[config.mk]
export PLATFORM = sky130hd
export DESIGN_NAME = alu_result_stage_flat
export DESIGN_NICKNAME = d
export VERILOG_FILES = /design/src/rtl/alu_pkg.sv /design/src/rtl/alu_result_stage_if.sv /design/src/rtl/alu_result_fifo.sv /design/src/rtl/alu_result_stage.sv /design/src/flat_wrapper.sv
export SDC_FILE = /design/constraint.sdc
export NUM_CORES = 1
export LEC_CHECK = 0
export ABC_AREA = 1
export CAP_MARGIN = 20
export CELL_PAD_IN_SITES_DETAIL_PLACEMENT = 1
export CELL_PAD_IN_SITES_GLOBAL_PLACEMENT = 1
export CORE_MARGIN = 10
export CORE_UTILIZATION = 25
export CTS_CLUSTER_DIAMETER = 60
export DETAILED_ROUTE_END_ITERATION = 8
export PLACE_DENSITY_LB_ADDON = 0.1
export SYNTH_ARGS = -nofsm -noshare
export SYNTH_HDL_FRONTEND = slang
export SYNTH_HIERARCHICAL = 1
export SYNTH_SLANG_ARGS = --single-unit
[constraint.sdc]
create_clock -name clk -period 6.17 [get_ports clk]
set_input_delay 0.9255 -clock clk [delete_from_list [all_inputs] [get_ports clk]]
set_output_delay 0.9255 -clock clk [all_outputs]
set_load 0.02 [all_outputs]
[src/rtl/alu_pkg.sv]
// alu_pkg: shared ALU op codes, FIFO entry type and the wide-result helper
package alu_pkg;
    localparam logic [3:0] ALU_ADD = 4'h0;
    localparam logic [3:0] ALU_SUB = 4'h1;
    localparam logic [3:0] ALU_AND = 4'h2;
    localparam logic [3:0] ALU_OR  = 4'h3;
    localparam logic [3:0] ALU_XOR = 4'h4;
    localparam logic [3:0] ALU_SHL = 4'h5;
    localparam logic [3:0] ALU_SHR = 4'h6;
    localparam logic [3:0] ALU_SRA = 4'h7;
    localparam logic [3:0] ALU_MUL = 4'h8;
    localparam logic [3:0] ALU_DIV = 4'h9;
    localparam logic [3:0] ALU_NEG = 4'hA;
    localparam logic [3:0] ALU_NOT = 4'hB;

    typedef struct packed {
        logic [31:0] hi;
        logic [31:0] lo;
        logic        zero;
        logic        neg;
    } result_entry_t;

    // Only mul/div produce a 64-bit hi/lo pair; every other code, defined or not, is single-word.
    function automatic logic is_wide(input logic [3:0] select);
        return select == ALU_MUL || select == ALU_DIV;
    endfunction
endpackage

[src/rtl/alu_result_stage_if.sv]
// alu_result_stage_if: result push side and Z-register pop side of the ALU result stage
interface alu_result_stage_if #(parameter int CNT_W = 16);
    logic [31:0]      z;
    logic [31:0]      hi;
    logic [31:0]      lo;
    logic [3:0]       select;
    logic             in_valid;
    logic             in_ready;
    logic             flush;
    logic             out_valid;
    logic [31:0]      out_lo;
    logic [31:0]      out_hi;
    logic             out_pop;
    logic             out_zero;
    logic             out_neg;
    logic [CNT_W-1:0] acc_count;

    modport master (
        output z, hi, lo, select, in_valid, flush, out_pop,
        input  in_ready, out_valid, out_lo, out_hi, out_zero, out_neg, acc_count
    );
    modport slave (
        input  z, hi, lo, select, in_valid, flush, out_pop,
        output in_ready, out_valid, out_lo, out_hi, out_zero, out_neg, acc_count
    );
endinterface

[src/rtl/alu_result_fifo.sv]
// alu_result_fifo: generic DEPTH x W register FIFO with push/pop/flush and occupancy count
module alu_result_fifo #(
    parameter int DEPTH = 2,
    parameter int W     = 64,
    localparam int AW   = $clog2(DEPTH)
) (
    input  logic         clk,
    input  logic         rst_n,
    input  logic         push,
    input  logic         pop,
    input  logic         flush,
    input  logic [W-1:0] din,
    output logic [W-1:0] dout,
    output logic [AW:0]  count,
    output logic         empty
);
    logic [W-1:0]  mem [DEPTH];
    logic [AW-1:0] wr_ptr, rd_ptr;
    logic          full, do_push, do_pop;

    assign full    = count == (AW+1)'(DEPTH);
    assign empty   = count == '0;
    assign do_push = push & ~full & ~flush;
    assign do_pop  = pop & ~empty & ~flush;
    assign dout    = mem[rd_ptr];

    always_ff @(posedge clk or negedge rst_n) begin
        if (!rst_n) begin
            wr_ptr <= '0;
            rd_ptr <= '0;
            count  <= '0;
        end else if (flush) begin
            wr_ptr <= '0;
            rd_ptr <= '0;
            count  <= '0;
        end else begin
            wr_ptr <= do_push ? wr_ptr + AW'(1) : wr_ptr;
            rd_ptr <= do_pop ? rd_ptr + AW'(1) : rd_ptr;
            count  <= count + (AW+1)'(do_push) - (AW+1)'(do_pop);
        end
    end

    // Storage needs no reset: nothing reads a slot until a push has written it.
    always_ff @(posedge clk) begin
        if (do_push) mem[wr_ptr] <= din;
    end
endmodule

[src/rtl/alu_result_stage.sv]
// alu_result_stage: queues ALU results and presents the oldest as the ZHi/ZLo pair.
// Define ALU_RESULT_FLAGS_EN to store per-entry zero/neg flags for out_zero/out_neg.
module alu_result_stage
    import alu_pkg::*;
#(
    parameter int DEPTH = 2,
    parameter int CNT_W = 16
) (
    input logic               clk,
    input logic               rst_n,
    alu_result_stage_if.slave bus
);
    localparam int AW = $clog2(DEPTH);
`ifdef ALU_RESULT_FLAGS_EN
    localparam int W = $bits(result_entry_t);
`else
    localparam int W = 64;
`endif

    logic             wide, push, empty;
    logic [31:0]      cap_hi, cap_lo;
    logic [W-1:0]     din, dout;
    logic [AW:0]      count;
    logic [CNT_W-1:0] acc;

    assign wide          = is_wide(bus.select);
    assign cap_hi        = wide ? bus.hi : 32'h0;
    assign cap_lo        = wide ? bus.lo : bus.z;
    assign bus.in_ready  = count < (AW+1)'(DEPTH);
    assign bus.out_valid = ~empty;
    assign bus.acc_count = acc;
    assign push          = bus.in_valid & bus.in_ready;

`ifdef ALU_RESULT_FLAGS_EN
    result_entry_t cap, head;
    // Non-wide captures carry hi=0, so the 64-bit zero test reduces to z==0.
    assign cap  = '{hi: cap_hi, lo: cap_lo, zero: {cap_hi, cap_lo} == 64'h0,
                    neg: wide ? bus.hi[31] : bus.z[31]};
    assign din  = cap;
    assign head = dout;
    assign {bus.out_hi, bus.out_lo} = empty ? 64'h0 : {head.hi, head.lo};
    assign bus.out_zero = ~empty & head.zero;
    assign bus.out_neg  = ~empty & head.neg;
`else
    assign din = {cap_hi, cap_lo};
    assign {bus.out_hi, bus.out_lo} = empty ? 64'h0 : dout;
    assign bus.out_zero = 1'b0;
    assign bus.out_neg  = 1'b0;
`endif

    alu_result_fifo #(.DEPTH(DEPTH), .W(W)) fifo (
        .clk   (clk),
        .rst_n (rst_n),
        .push  (push),
        .pop   (bus.out_pop),
        .flush (bus.flush),
        .din   (din),
        .dout  (dout),
        .count (count),
        .empty (empty)
    );

    always_ff @(posedge clk or negedge rst_n) begin
        if (!rst_n) acc <= '0;
        else if (push & ~bus.flush) acc <= acc + CNT_W'(1);
    end
endmodule
[src/flat_wrapper.sv]
// flat-port wrapper written by rule: the top's interface ports become plain ports
module alu_result_stage_flat import alu_pkg::*;
#(
    parameter int DEPTH = 2,
    parameter int CNT_W = 16
)
  (clk, rst_n, bus_z, bus_hi, bus_lo, bus_select, bus_in_valid, bus_flush, bus_out_pop, bus_in_ready, bus_out_valid, bus_out_lo, bus_out_hi, bus_out_zero, bus_out_neg, bus_acc_count);
  alu_result_stage_if #(.CNT_W(CNT_W)) bus_i ();
  input logic clk;
  input logic rst_n;
  input wire logic [$bits(bus_i.z)-1:0] bus_z;
  input wire logic [$bits(bus_i.hi)-1:0] bus_hi;
  input wire logic [$bits(bus_i.lo)-1:0] bus_lo;
  input wire logic [$bits(bus_i.select)-1:0] bus_select;
  input wire logic [$bits(bus_i.in_valid)-1:0] bus_in_valid;
  input wire logic [$bits(bus_i.flush)-1:0] bus_flush;
  input wire logic [$bits(bus_i.out_pop)-1:0] bus_out_pop;
  output wire logic [$bits(bus_i.in_ready)-1:0] bus_in_ready;
  output wire logic [$bits(bus_i.out_valid)-1:0] bus_out_valid;
  output wire logic [$bits(bus_i.out_lo)-1:0] bus_out_lo;
  output wire logic [$bits(bus_i.out_hi)-1:0] bus_out_hi;
  output wire logic [$bits(bus_i.out_zero)-1:0] bus_out_zero;
  output wire logic [$bits(bus_i.out_neg)-1:0] bus_out_neg;
  output wire logic [$bits(bus_i.acc_count)-1:0] bus_acc_count;
  assign bus_i.z = bus_z;
  assign bus_i.hi = bus_hi;
  assign bus_i.lo = bus_lo;
  assign bus_i.select = bus_select;
  assign bus_i.in_valid = bus_in_valid;
  assign bus_i.flush = bus_flush;
  assign bus_i.out_pop = bus_out_pop;
  assign bus_in_ready = bus_i.in_ready;
  assign bus_out_valid = bus_i.out_valid;
  assign bus_out_lo = bus_i.out_lo;
  assign bus_out_hi = bus_i.out_hi;
  assign bus_out_zero = bus_i.out_zero;
  assign bus_out_neg = bus_i.out_neg;
  assign bus_acc_count = bus_i.acc_count;
  alu_result_stage #(.DEPTH(DEPTH), .CNT_W(CNT_W)) u_core (.clk(clk), .rst_n(rst_n), .bus(bus_i));
endmodule
==> summary.md <==
| Metric | Value |
|---|---|
| WHS Path Cells | `1` |
| Post-Synthesis Cells | `between 700 and 800` |
| Pleak | `roughly 4.3 nW` |
| Stages on worst setup path | `6` |
| Post-Synthesis Cell Area | `~7000 um2` |
| WL final | `roughly 20000 um` |
| Final hold violations | `0` |
| Initial antenna violation count | `0` |
| Top cell type by total area after synthesis | `edfxtp_1` |
| TNS Setup | `0 ps` |
| Num rows | `61` |
| CTS Hold Bufs | `0` |
| Skew final | `11.1 ps` |
| RSZ-0062 raised after global routing | `false` |
| Drt initial violations | `253` |
| Die span in x | `approximately 190 um` |
| Later-pin clock latency in the skew report | `between 400 and 500 ps` |
| Synth cell count leaders | `nand2_1, inv_1, edfxtp_1, nor2_1, o21ai_0` |
| Final worst slack | `2440 ps` |
| PD cells | `around 320 nW/um2` |
| CP top delay family | `buffers and inverters` |
| Synth warn | `6` |
| Primary FF master, synth | `edfxtp_1` |
| Worst EP required | `roughly 5200 ps` |
| Clk buf depth | `2` |
| Mean post-synth cell area | `~8.9 um2` |
| Die H | `roughly 190 um` |
| Synth Area in Adders | `0.00532` |
| Routed length per instance | `~15 um` |
| Worst r2r path cells | `5` |
| TritonCTS clock tree | `built` |
| CP arrival | `2800 ps` |
| Slowest cell on crit path | `clkdlybuf4s50_1` |
| DRC violations left | `0` |
| Fmax | `268 MHz` |
| Max_cap viols | `0` |
| Synth Area in XOR/XNOR | `0.00993` |
| Setup Fix Bufs, Post-CTS | `0` |
| Sequential Power Share | `0.390` |
| Area share of and/or/nand/nor cells after synthesis | `0.230` |
| First-pass GRT wire length | `31800 um` |
| IO Count | `189` |
| DP Wirelength | `13300 um` |
| Sw Share | `0.326` |
| GRT overflow | `0` |
| Fillers | `between 3000 and 4000` |
| Internal | `2.10 mW` |
| Yosys reg bits | `148` |
| Largest family of logic cells by synthesized area | `simple AND/OR/NAND/NOR gates` |
| Total GRT Usage | `0.115` |
| Async SR Flop Fraction | `0.135` |
| Initial Util | `0.254` |
| Crit end category | `output port` |
| HP Class | `reg2reg` |
| Largest net degree at the start of global routing | `66` |
| Max rail drop VDD | `about 0.00018 V` |
| Area contributors post-synth | `edfxtp_1, nand2_1, inv_1` |
| Outcome | `finished clean` |
| Critical path class | `reg2out` |
| Via count | `5444` |
| Vias in the first global route | `around 5800` |
| RePlAce Congestion | `0.703` |
| Slowest cell delay on critical path | `between 600 and 700 ps` |
| Sw Pwr | `slightly above 1 mW` |
| Final setup viols | `0` |
| Layout cells sized above 1 | `0.0517` |
| Synth unique cells | `26` |
| IO buf count | `roughly 190` |
| DR pass1 iterations | `4` |
| Post-synth EDFFs | `128` |
| Core ar. | `about 28000 um2` |
| Worst Tran Pin Value | `967 ps` |
| H-tree depth | `4` |
| Seq/Total Area, Yosys | `0.616` |
| Gates resized, CTS repair | `0` |
| Top-count cell post-synth | `nand2_1` |
| Crit Path Max Fanout | `33` |
| CP Cell Sequence | `inv_1 > nand2_1 > inv_2 > buf_4 > nor2_1 > clkdlybuf4s50_1` |
| Die ar. | `between 30000 and 40000 um2` |
| Worst path bufs/invs | `4` |
| Synth Area in Compound Gates | `0.0287` |
| Share of the synthesized area in the top cell type | `0.545` |
| ANT nets after route | `0` |
| Clock Power Share | `0.326` |
| Max-slew violations | `0` |
| Vias/cell | `roughly 4` |
| Startpoint Class | `register` |
| Total CTS buffers | `17` |
| Slew headroom | `0.356` |
| Clock Sinks | `~150` |
| Area grow syn2layout | `39.4%` |
| Reg clk slew, reported paths | `about 70 ps` |
| Nets@finish | `1082` |
| Mux contribution to synthesized area | `0` |
| Combinational share of power | `0.284` |
| Ratio of final minimum period to clock period | `0.605` |
| CTS Root Cell | `clkbuf_16` |
| Min Tclk post-route | `roughly 3700 ps` |
| Place WS | `around 2500 ps` |
| N_diodes | `0` |
## stage by stage
stage	utilization	area (um2)	cells	power, mW	hold slack (ps)
2_1_floorplan	-	7060	796	1.72	526
3_3_place_gp	0.332	9230	1332	2.15	518
3_5_place_dp	0.332	9230	1332	2.16	524
4_1_cts	0.353	9800	1364	3.20	537
5_1_grt	0.354	9830	1365	3.33	567
6_report	0.354	9830	1365	3.12	527
## logic make-up after synthesis
family,count (synthesis)
AND/OR/NAND/NOR,415
buffers and inverters,183
flip-flops,148
AO/OA/AOI/OAI,37
XOR/XNOR,8
adder cells (fa/ha/maj),3
other,1
## cell type report
cell class,instances,area (um2),share of cell area
flip-flops and latches,148,4350,0.442
multi-input cells,465,1950,0.198
repair buffers,193,1930,0.196
inverters,149,559,0.0569
well taps,378,473,0.0481
clock buffers,18,429,0.0436
clock inverters,14,143,0.0145
## power groups by stage
stage          logic, mW  clock network (mW)  registers (mW)
3_5_place_dp       0.919                   0            1.24
5_1_grt            0.997                1.11            1.23
3_3_place_gp       0.915                   0            1.24
2_1_floorplan      0.470                   0            1.25
4_1_cts            0.924                1.06            1.22
6_report           0.886                1.02            1.22
## layout by cell type (no fill, tap or decap), types with 7 or more instances in the layout
cell	n
edfxtp_1	128
nand4_1	7
clkbuf_16	17
clkdlybuf4s50_1	185
o21ai_0	25
inv_1	146
nor2_1	117
buf_4	7
nand2_1	275
dfrtp_1	19
## final timing paths
check                                        start                      end  slack, ps
min                        u_core/bus.acc_count[9]  u_core/bus.acc_count[9]        530
max in group asynchronous                    rst_n       u_core/fifo/rd_ptr       5060
min in group asynchronous                    rst_n  u_core/bus.acc_count[9]        730
max reg2reg                   u_core/fifo/count[1]   u_core/fifo/mem[1][27]       3690
max                           u_core/fifo/count[1]           bus_out_lo[14]       2440
min reg2reg                u_core/bus.acc_count[9]  u_core/bus.acc_count[9]        530
## per-layer routing
metal / vias up / share of wire / track usage
met5: - / 0 / 0
met4: 0 / 0.0080 / 0.0351
met3: 14 / 0.080 / 0.0508
met2: 128 / 0.47 / 0.187
met1: 2520 / 0.44 / 0.133
li1: 2782 / - / -
## flip-flops by register name, summed over array words and instances, names as in the netlist
signal,count
u_core/fifo/mem,128
u_core/fifo/count,2
u_core/fifo/wr_ptr,1
u_core/fifo/rd_ptr,1
u_core/bus.acc_count,16
(Power assumes the default switching activity.)
